**config.mk**
```make
export PLATFORM = sky130hd
export DESIGN_NAME = instr_fetch
export DESIGN_NICKNAME = d
export VERILOG_FILES = /design/src/rtl/instr_fetch_pkg.sv /design/src/rtl/instr_fetch_if_id_slot.sv /design/src/rtl/instr_fetch.sv
export SDC_FILE = /design/constraint.sdc
export NUM_CORES = 1
export LEC_CHECK = 0
export CAP_MARGIN = 20
export CORE_ASPECT_RATIO = 0.7
export CORE_MARGIN = 2
export CORE_UTILIZATION = 49
export CTS_CLUSTER_SIZE = 8
export DETAILED_ROUTE_END_ITERATION = 10
export PLACE_DENSITY = 0.88
export SLEW_MARGIN = 20
export SYNTH_ARGS = -nofsm -noshare
export SYNTH_HDL_FRONTEND = slang
export SYNTH_SLANG_ARGS = --single-unit
```
**constraint.sdc**
```tcl
create_clock -name clk -period 8.9 [get_ports clk]
set_input_delay 2.67 -clock clk [delete_from_list [all_inputs] [get_ports clk]]
set_output_delay 2.67 -clock clk [all_outputs]
set_load 0.02 [all_outputs]
```
**src/rtl/instr_fetch_pkg.sv**
```systemverilog
// Shared fetch-stage definitions: PC mux selects, fetch FSM encodings,
// the IF/ID slot entry layout and small address helpers.
package instr_fetch_pkg;

    // RV32 canonical NOP (addi x0, x0, 0), used as filler on a PC fault.
    localparam logic [31:0] NOP_INSTR   = 32'h0000_0013;
    localparam logic [31:0] INSTR_BYTES = 32'd4;

    // Branch MUX select in front of program_counter.
    typedef enum logic [1:0] {
        PC_MUX_PC_ADDER = 2'd0,
        PC_MUX_ALU_OUT  = 2'd1
    } pc_mux_enum_t;

    // Fetch FSM encodings.
    typedef enum logic [1:0] {
        IDLE  = 2'd0,
        WAIT  = 2'd1,
        DRAIN = 2'd2,
        FAULT = 2'd3
    } fetch_state_t;

    // Data written into the IF/ID slot on a load.
    typedef struct packed {
        logic [31:0] instr;
        logic [31:0] pc;
        logic        misaligned;
    } slot_entry_t;

    // Sequential word address; wraps modulo 2^32.
    function automatic logic [31:0] next_word_addr(input logic [31:0] addr);
        return addr + INSTR_BYTES;
    endfunction

    // True when the address lies on a 32-bit word boundary.
    function automatic logic is_word_aligned(input logic [31:0] addr);
        return (addr[1:0] == 2'b00);
    endfunction

endpackage

```
**src/rtl/instr_fetch_if_id_slot.sv**
```systemverilog
// One-entry IF/ID pipeline register. Priority: flush > load > consume.
// A load in the same cycle as a consume replaces the old entry, so the
// slot can stream one instruction per cycle when the decoder keeps up.
module if_id_slot
    import instr_fetch_pkg::*;
(
    input  logic        clk,
    input  logic        rst_n,
    input  logic        flush,
    input  logic        load,
    input  slot_entry_t load_entry,
    input  logic        consume,
    output logic        valid,
    output logic [31:0] instr,
    output logic [31:0] pc,
    output logic [31:0] pc_plus4,
    output logic        misaligned
);

    // Slot register: reset to an empty NOP entry, then flush/load/consume.
    always_ff @(posedge clk) begin
        if (!rst_n) begin
            valid      <= 1'b0;
            instr      <= NOP_INSTR;
            pc         <= 32'd0;
            pc_plus4   <= 32'd0;
            misaligned <= 1'b0;
        end else if (flush) begin
            valid <= 1'b0;
        end else if (load) begin
            valid      <= 1'b1;
            instr      <= load_entry.instr;
            pc         <= load_entry.pc;
            pc_plus4   <= next_word_addr(load_entry.pc);
            misaligned <= load_entry.misaligned;
        end else if (consume) begin
            valid <= 1'b0;
        end
    end

endmodule

```
**src/rtl/instr_fetch.sv**
```systemverilog
// Instruction fetch stage sitting after program_counter. Issues one word
// request per PC, waits for a variable-latency response, fills the IF/ID
// slot and tells program_counter when to advance.
//
// Handshake semantics (request channel and IF/ID slot alike): a transfer
// happens on a rising edge where valid & ready are both high. Once valid
// is raised it stays high with stable payload until the transfer, except
// that a flush withdraws a pending request. ready may depend on valid.
// The response channel has no back-pressure: resp_valid is a one-cycle
// strobe that must be taken when it arrives (or dropped if wrong-path).
module instr_fetch
    import instr_fetch_pkg::*;
(
    input  logic         clk,
    input  logic         rst_n,
    input  logic [31:0]  pc,
    input  logic         flush,
    output logic         pc_en,
    output logic         imem_req_valid,
    output logic [31:0]  imem_req_addr,
    input  logic         imem_req_ready,
    input  logic         imem_resp_valid,
    input  logic [31:0]  imem_resp_data,
    output logic         id_valid,
    input  logic         id_ready,
    output logic [31:0]  id_instr,
    output logic [31:0]  id_pc,
    output logic [31:0]  id_pc_plus4,
    output logic         id_misaligned,
    output fetch_state_t fsm_state
);

    fetch_state_t state;
    fetch_state_t state_next;
    logic [31:0]  req_pc;
    logic         slot_free;
    logic         pc_aligned;
    logic         req_fire;
    logic         slot_load;
    slot_entry_t  slot_entry;

    // A request may only go out when its response is guaranteed a home.
    assign slot_free     = !id_valid || id_ready;
    assign pc_aligned    = is_word_aligned(pc);
    assign imem_req_addr = pc;
    assign fsm_state     = state;

    // FSM state register.
    always_ff @(posedge clk) begin
        if (!rst_n) begin
            state <= IDLE;
        end else begin
            state <= state_next;
        end
    end

    // Remember the PC of the outstanding request; pc moves on after pc_en.
    always_ff @(posedge clk) begin
        if (!rst_n) begin
            req_pc <= 32'd0;
        end else if (req_fire) begin
            req_pc <= pc;
        end
    end

    // Next state, request issue, slot load and PC enable.
    always_comb begin
        state_next     = state;
        imem_req_valid = 1'b0;
        req_fire       = 1'b0;
        pc_en          = 1'b0;
        slot_load      = 1'b0;
        slot_entry     = '{instr: imem_resp_data, pc: req_pc, misaligned: 1'b0};

        case (state)
            IDLE: begin
                imem_req_valid = slot_free && !flush && pc_aligned;
                req_fire       = imem_req_valid && imem_req_ready;
                if (req_fire) begin
                    pc_en      = 1'b1;
                    state_next = WAIT;
                end else if (!pc_aligned && slot_free && !flush) begin
                    // Park a fault marker in the slot instead of fetching.
                    slot_load  = 1'b1;
                    slot_entry = '{instr: NOP_INSTR, pc: pc, misaligned: 1'b1};
                    state_next = FAULT;
                end
            end
            WAIT: begin
                if (imem_resp_valid) begin
                    slot_load  = 1'b1;
                    state_next = IDLE;
                end
            end
            DRAIN: begin
                // Wrong-path response: swallow it and resume.
                if (imem_resp_valid) begin
                    state_next = IDLE;
                end
            end
            FAULT: begin
                state_next = FAULT;
            end
            default: begin
                state_next = IDLE;
            end
        endcase

        // A redirect overrides everything: no request, PC reloads, and any
        // response still in flight belongs to the old path.
        if (flush) begin
            pc_en          = 1'b1;
            imem_req_valid = 1'b0;
            req_fire       = 1'b0;
            slot_load      = 1'b0;
            case (state)
                WAIT, DRAIN: state_next = imem_resp_valid ? IDLE : DRAIN;
                default:     state_next = IDLE;
            endcase
        end

        if (!rst_n) begin
            imem_req_valid = 1'b0;
            req_fire       = 1'b0;
            pc_en          = 1'b0;
        end
    end

    if_id_slot u_slot (
        .clk        (clk),
        .rst_n      (rst_n),
        .flush      (flush),
        .load       (slot_load),
        .load_entry (slot_entry),
        .consume    (id_ready),
        .valid      (id_valid),
        .instr      (id_instr),
        .pc         (id_pc),
        .pc_plus4   (id_pc_plus4),
        .misaligned (id_misaligned)
    );

endmodule

```
==> results of run 1 <==
-- registers in the layout, summed over array words and instances (netlist names) --
name,cells
u_slot.misaligned,1
req_pc,32
u_slot.valid,1
u_slot.pc,32
u_slot.instr,32
fsm_state,2
u_slot.pc_plus4,30
-- stage by stage --
stage | power (mW) | hold WS (ns) | cell area, sq um | worst slack (ns) | utilization
global route | 1.75 | 0.469 | 8770 | 1.02 | 0.701
detailed placement | 0.956 | 0.442 | 8130 | 1.18 | 0.650
floorplan | 0.825 | 0.436 | 6310 | 2.49 | -
global placement | 0.951 | 0.436 | 8130 | 1.22 | 0.650
finish | 1.69 | 0.448 | 8770 | 1.06 | 0.701
CTS | 1.70 | 0.450 | 8770 | 1.12 | 0.701
-- critical path: cells and delay by family --
family,cells,cell delay (ns)
buffers and inverters,2,1.10
AOI/OAI and AO/OA,1,0.15
and+or+nand+nor,4,1.24
-- layout make-up --
class / count / area, sq um / share of cell area
clock inverter: 13 / 183 / 0.0208
inverter: 5 / 20.0 / 0.00228
clock buffer: 19 / 453 / 0.0517
sequential: 130 / 2600 / 0.297
timing repair buffer: 212 / 2110 / 0.241
multi-input combinational: 563 / 3190 / 0.364
tap: 162 / 203 / 0.0231
-- power groups by stage --
stage	logic, mW	clock network [mW]	registers [mW]
finish	0.320	0.747	0.628
global placement	0.312	0	0.639
global route	0.342	0.780	0.631
CTS	0.319	0.751	0.628
detailed placement	0.316	0	0.640
floorplan	0.153	0	0.672
-- layer usage --
| layer | part of all wire | wire [microns] | vias up |
|---|---|---|---|
| li1 | - | - | 3019 |
| met1 | 0.43 | 8360 | 2949 |
| met2 | 0.46 | 8780 | 323 |
| met3 | 0.096 | 1850 | 32 |
| met4 | 0.015 | 291 | 0 |
| met5 | 0 | 0 | - |
-- kinds of logic after synthesis --
| kind of cell | count (synthesis) | synth area share |
|---|---|---|
| AND/OR/NAND/NOR | 338 | 0.244 |
| XOR/XNOR | 15 | 0.0208 |
| multiplexers | 42 | 0.0686 |
| AO/OA/AOI/OAI | 163 | 0.160 |
| adder cells (fa/ha/maj) | 5 | 0.00992 |
| buffers and inverters | 96 | 0.0835 |
| flip-flops | 130 | 0.413 |
-- final timing paths --
path / from / to / slack, ns / depth (start not counted)
worst min register to register: u_slot.instr[8] / u_slot.instr[8] / 0.45 / 2
worst max-delay path: pc[0] / pc_en / 1.06 / 7
worst min-delay path: u_slot.instr[8] / u_slot.instr[8] / 0.45 / 2
worst max register to register: fsm_state[0] / u_slot.pc_plus4[30] / 5.13 / 11
-- Yosys cell counts (4+ instances only) --
master / number
a21oi_1: 76
nor3_1: 18
o211ai_1: 5
mux2i_1: 37
buf_1: 5
nand3_1: 59
dfxtp_1: 130
inv_1: 4
nand2b_1: 4
buf_2: 10
a31oi_1: 7
nand4_1: 10
a311oi_1: 6
and3_1: 13
nor2_1: 60
a211oi_1: 24
xor2_1: 5
clkbuf_1: 38
nor4_1: 4
o21ai_0: 21
ha_1: 5
nand2_1: 151
xnor2_1: 10
buf_4: 35
==> impl_metrics.json, run 1 <==
{
  "status": "completed",
  "grt.overflow.total": 0,
  "postCtsHoldBufs": 0,
  "busiest_layer": "met2",
  "drt_pass1_iterations": 8,
  "start_util": 0.504,
  "final_common_cell": "clkdlybuf4s50_1",
  "grt_pass1_wl_microns": 30100,
  "p_sw_frac": 0.273,
  "num_vias": 6323,
  "slew_headroom": 0.378,
  "io_buffers": 203,
  "synth_top_area_frac": 0.413,
  "drive_gt1_frac": 0.0637,
  "synth_cell_types": 58,
  "p_clk_frac": 0.441,
  "switching_power_uw": 463,
  "cts_resized": 0,
  "worst-path-max-fanout": 4,
  "hp-class": "flip-flop to flip-flop",
  "ys.warnings.count": 0,
  "ys_top_cells_by_area": "dfxtp_1 (41%), nand2_1 (9.0%), a21oi_1 (6.0%)",
  "rows": 34,
  "numCtsBuffers": 17,
  "postSynthAreaPerCell_sq_um": 7.99,
  "clk_latency_ns": 0.41,
  "rsz0062_at_grt": "false",
  "synth_seq_cells": 130,
  "cts_buffer_depth": 2,
  "maxCapViolCount": 0,
  "power_leakage_nw": 3.06,
  "path_cells": "clkdlybuf4s50_1 -> nor2_1 -> nand2_1 -> nor3b_1 -> a21oi_1 -> nor2_1 -> clkdlybuf4s50_1",
  "path_class": "input port to primary output",
  "required_ns": 6.23,
  "io_pins": 204,
  "grt_pass1_vias": 5775,
  "finalCriticalPeriod_ns": 7.84,
  "cp-end-kind": "primary output",
  "chipHeight_microns": 98.9,
  "synth_fp_nets": 864,
  "setup_viol": 0,
  "post_cts_buffers": 0,
  "grt_max_degree": 78,
  "crit_slowest_cell": "clkdlybuf4s50_1",
  "slowest_delay_ns": 0.63,
  "antenna_left": 0,
  "async_flop_share": 0,
  "dpl.hpwl_microns": 13000,
  "antenna_cells": 0,
  "fin_nets": 1004,
  "die-width_microns": 140,
  "routabilityCongestion": 0.870,
  "power_density_nw_per_um2": 193,
  "drv_slew": 0,
  "comb_power_share": 0.189,
  "fill_cells": 984,
  "syn_inst": 789,
  "die_area_sq_um": 13800,
  "dp.cells": 1072,
  "htree_levels": 4,
  "seq_area_frac_synth": 0.413,
  "tightest_slew_ns": 0.931,
  "cts_tree": "built",
  "cp-start-kind": "input port",
  "antenna_found_initial": 0,
  "clock.fmax_mhz": 128,
  "viasPerCell": 5.73,
  "cts_root_buffer": "clkbuf_16",
  "grt_use_total": 0.270,
  "clk_pin_slew_ns": 0.05,
  "syn_to_final_growth_pct": 39.0,
  "layout.cells.non_filler": 1104,
  "internal-power_mw": 1.23,
  "finalCritPeriodShare": 0.881,
  "finalSetupTns_ns": 0,
  "postRouteWirelength_microns": 19300,
  "drt_iter0_drc": 498,
  "synthFlopType": "dfxtp_1",
  "peakVddDrop_mv": 0.174,
  "p_seq_frac": 0.370,
  "use_met2": 0.436,
  "final_cell_mix": "clkdlybuf4s50_1 (203), nand2_1 (151), dfxtp_1 (130), a21oi_1 (75), nor2_1 (60)",
  "use_met1": 0.362,
  "hold_viol": 0,
  "clkSinkCount": 130,
  "synthesis.area_sq_um": 6310,
  "post-route-drc-count": 0,
  "use_met3": 0.0729,
  "crit_arrival_ns": 5.17,
  "wire_per_inst_microns": 17.5,
  "fin_worst_skew_ns": 0.0138,
  "synth_enable_flop_cells": 0,
  "coreArea_sq_um": 12500,
  "yosys.area.top_type": "dfxtp_1"
}
Power figures use the tool's default switching activity.
==> run 2, diff against run 1 <==
Settings changed: CAP_MARGIN 20 to 10, SYNTH_HIERARCHICAL from default to 1.
==> run 2 against run 1 <==
Against the previous run:
- sequential cell count is the same
- utilization shrank 0.83 points
- sequential share of layout area grew 0.56 points
- via count shrank 8.0%
- critical path type unchanged
- largest power group unchanged
==> impl_metrics.json, run 2 <==
{
  "status": "completed",
  "viasPerCell": 5.40,
  "synth_common_cells": "nand2_1 (173), dfxtp_1 (130), a21oi_1 (70)",
  "finalSetupTns_ns": 0,
  "postCtsHoldBufs": 0,
  "crit_buf_inv": 2,
  "drt_iter0_drc": 603,
  "crit_slowest_cell": "clkdlybuf4s50_1",
  "wire_per_inst_microns": 16.1,
  "io_pins": 204,
  "chipHeight_microns": 98.4,
  "antenna_cells": 0,
  "antenna_found_initial": 0,
  "worst-path-max-fanout": 10,
  "min_path_cells": 2,
  "finalCriticalPeriod_ns": 7.07,
  "post-route-drc-count": 0,
  "syn_inst": 763,
  "post_cts_buffers": 0,
  "fin_hold_ws_ns": 0.452,
  "dpl.hpwl_microns": 11600,
  "yosys.area.top_type": "dfxtp_1",
  "hp-class": "flip-flop to flip-flop",
  "synth_fp_nets": 838,
  "drive_gt1_frac": 0.0863,
  "slew_headroom": 0.400,
  "cpLargestDelayFamily": "buffers and inverters",
  "synthesis.area_sq_um": 6240,
  "crit_top_cell": "clkdlybuf4s50_1",
  "path_class": "input port to primary output",
  "ys.warnings.count": 6,
  "largestRegisters": "req_pc: 32 flops, u_slot/instr: 32 flops, u_slot/pc: 32 flops",
  "dpl_cell_area_sq_um": 8010,
  "async_flop_share": 0,
  "internal-power_mw": 1.16,
  "tightest_slew_ns": 0.900,
  "required_ns": 6.23,
  "synth_top_area_frac": 0.417,
  "die-width_microns": 139,
  "cts_root_buffer": "clkbuf_16",
  "final_cell_mix": "clkdlybuf4s50_1 (202), nand2_1 (173), dfxtp_1 (130), a21oi_1 (70), o21ai_0 (60)",
  "clkSinkCount": 130,
  "start_util": 0.503,
  "path_cells": "clkdlybuf4s50_1 -> nand2b_1 -> nor4_1 -> clkdlybuf4s50_1",
  "htree_levels": 4,
  "synth_seq_cells": 130,
  "cts_tree": "built",
  "grt_max_degree": 90,
  "fin_nets": 977,
  "drt_pass1_iterations": 5,
  "cp-end-kind": "primary output",
  "ff2ff_path_depth": 12,
  "syn_to_final_growth_pct": 37.8,
  "postRouteWirelength_microns": 17300,
  "grt_pass1_vias": 5376,
  "hold_viol": 0,
  "die_area_sq_um": 13700,
  "synth_cell_types": 47,
  "power_density_nw_per_um2": 184,
  "worst_slack_ns": 1.83,
  "clk_pin_slew_ns": 0.06,
  "grt.overflow.total": 0,
  "numCtsBuffers": 17,
  "slowest_delay_ns": 0.65,
  "routabilityCongestion": 0.818,
  "clk_latency_ns": 0.41,
  "p_seq_frac": 0.389,
  "rrSetupSlack_ns": 4.80,
  "drv_slew": 0,
  "synth.most_common_cell": "nand2_1",
  "synthFlopType": "dfxtp_1",
  "seq_area_frac_synth": 0.417,
  "setup_viol": 0,
  "finalCritPeriodShare": 0.795,
  "grt_pass1_wl_microns": 27500,
  "rsz0062_at_grt": "false",
  "antenna_left": 0,
  "crit_arrival_ns": 4.40,
  "num_vias": 5815,
  "pre_cts_ws_ns": 1.83,
  "worst-path-stages": 4,
  "cts_resized": 0,
  "fin_worst_skew_ns": 0.00844,
  "final_cell_area_sq_um": 8600,
  "power_leakage_nw": 3.00,
  "p_clk_frac": 0.427,
  "clock.fmax_mhz": 141,
  "io_buffers": 203,
  "rows": 34,
  "grt_use_total": 0.249,
  "p_sw_frac": 0.270,
  "synth_enable_flop_cells": 0,
  "final_common_cell": "clkdlybuf4s50_1",
  "coreArea_sq_um": 12400,
  "comb_power_share": 0.184,
  "cts_buffer_depth": 2,
  "ys_top_cells_by_area": "dfxtp_1 (42%), nand2_1 (10%), mux2_4 (7.0%)",
  "maxCapViolCount": 0,
  "peakVddDrop_mv": 0.149,
  "cp-start-kind": "input port",
  "postSynthAreaPerCell_sq_um": 8.18,
  "switching_power_uw": 427
}
[run 2: per-stage QoR]
step                utilization  std cells  power [mW]
finish                    0.693       1077        1.58
global route              0.693       1077        1.65
CTS                       0.691       1076        1.60
detailed placement        0.644       1044       0.917
global placement          0.644       1044       0.913
floorplan                     -        763       0.814
[run 2: routing by layer]
| metal | share of wire | track usage | vias to the layer above |
|---|---|---|---|
| li1 | - | - | 2874 |
| met1 | 0.45 | 0.347 | 2688 |
| met2 | 0.46 | 0.384 | 240 |
| met3 | 0.083 | 0.0632 | 13 |
| met4 | 0.012 | 0.0730 | 0 |
| met5 | 0 | 0 | - |
[run 2: power by group through the flow]
stage / Sequential (mW) / Combinational, mW / Clock [mW]
2_1_floorplan: 0.650 / 0.164 / 0
3_3_place_gp: 0.628 / 0.284 / 0
3_5_place_dp: 0.629 / 0.288 / 0
4_1_cts: 0.617 / 0.290 / 0.689
5_1_grt: 0.619 / 0.313 / 0.716
6_report: 0.617 / 0.291 / 0.676
[run 2: worst paths after layout]
kind / to / startpoint
max reg2reg: u_slot/pc_plus4[24] / fsm_state[1]
min: u_slot/pc[13] / u_slot/pc[13]
min reg2reg: u_slot/pc[13] / u_slot/pc[13]
max: imem_req_valid / flush
[run 2: cell families after synthesis]
group | Yosys count | share of synthesized area
xor gates and xnor gates | 10 | 0.0140
adders and majority gates | 5 | 0.0100
buffers and inverters | 96 | 0.0904
muxes | 32 | 0.0752
and+or+nand+nor | 322 | 0.246
DFF | 130 | 0.417
AOI/OAI and AO/OA | 168 | 0.148
[run 2: cell type report]
type | instances | area, sq um
clock buffers | 19 | 443
clock inverters | 13 | 135
fillers | 967 | 3820
inverters | 6 | 30.0
multi-input cells | 537 | 3090
flip-flops and latches | 130 | 2600
well taps | 162 | 203
repair buffers | 210 | 2100
[run 2: tightest hold or removal path: stages, from the launching register on]
cell and delay (ns):
dfxtp_1 0.30, nand2_1 0.05, a21oi_1 0.05
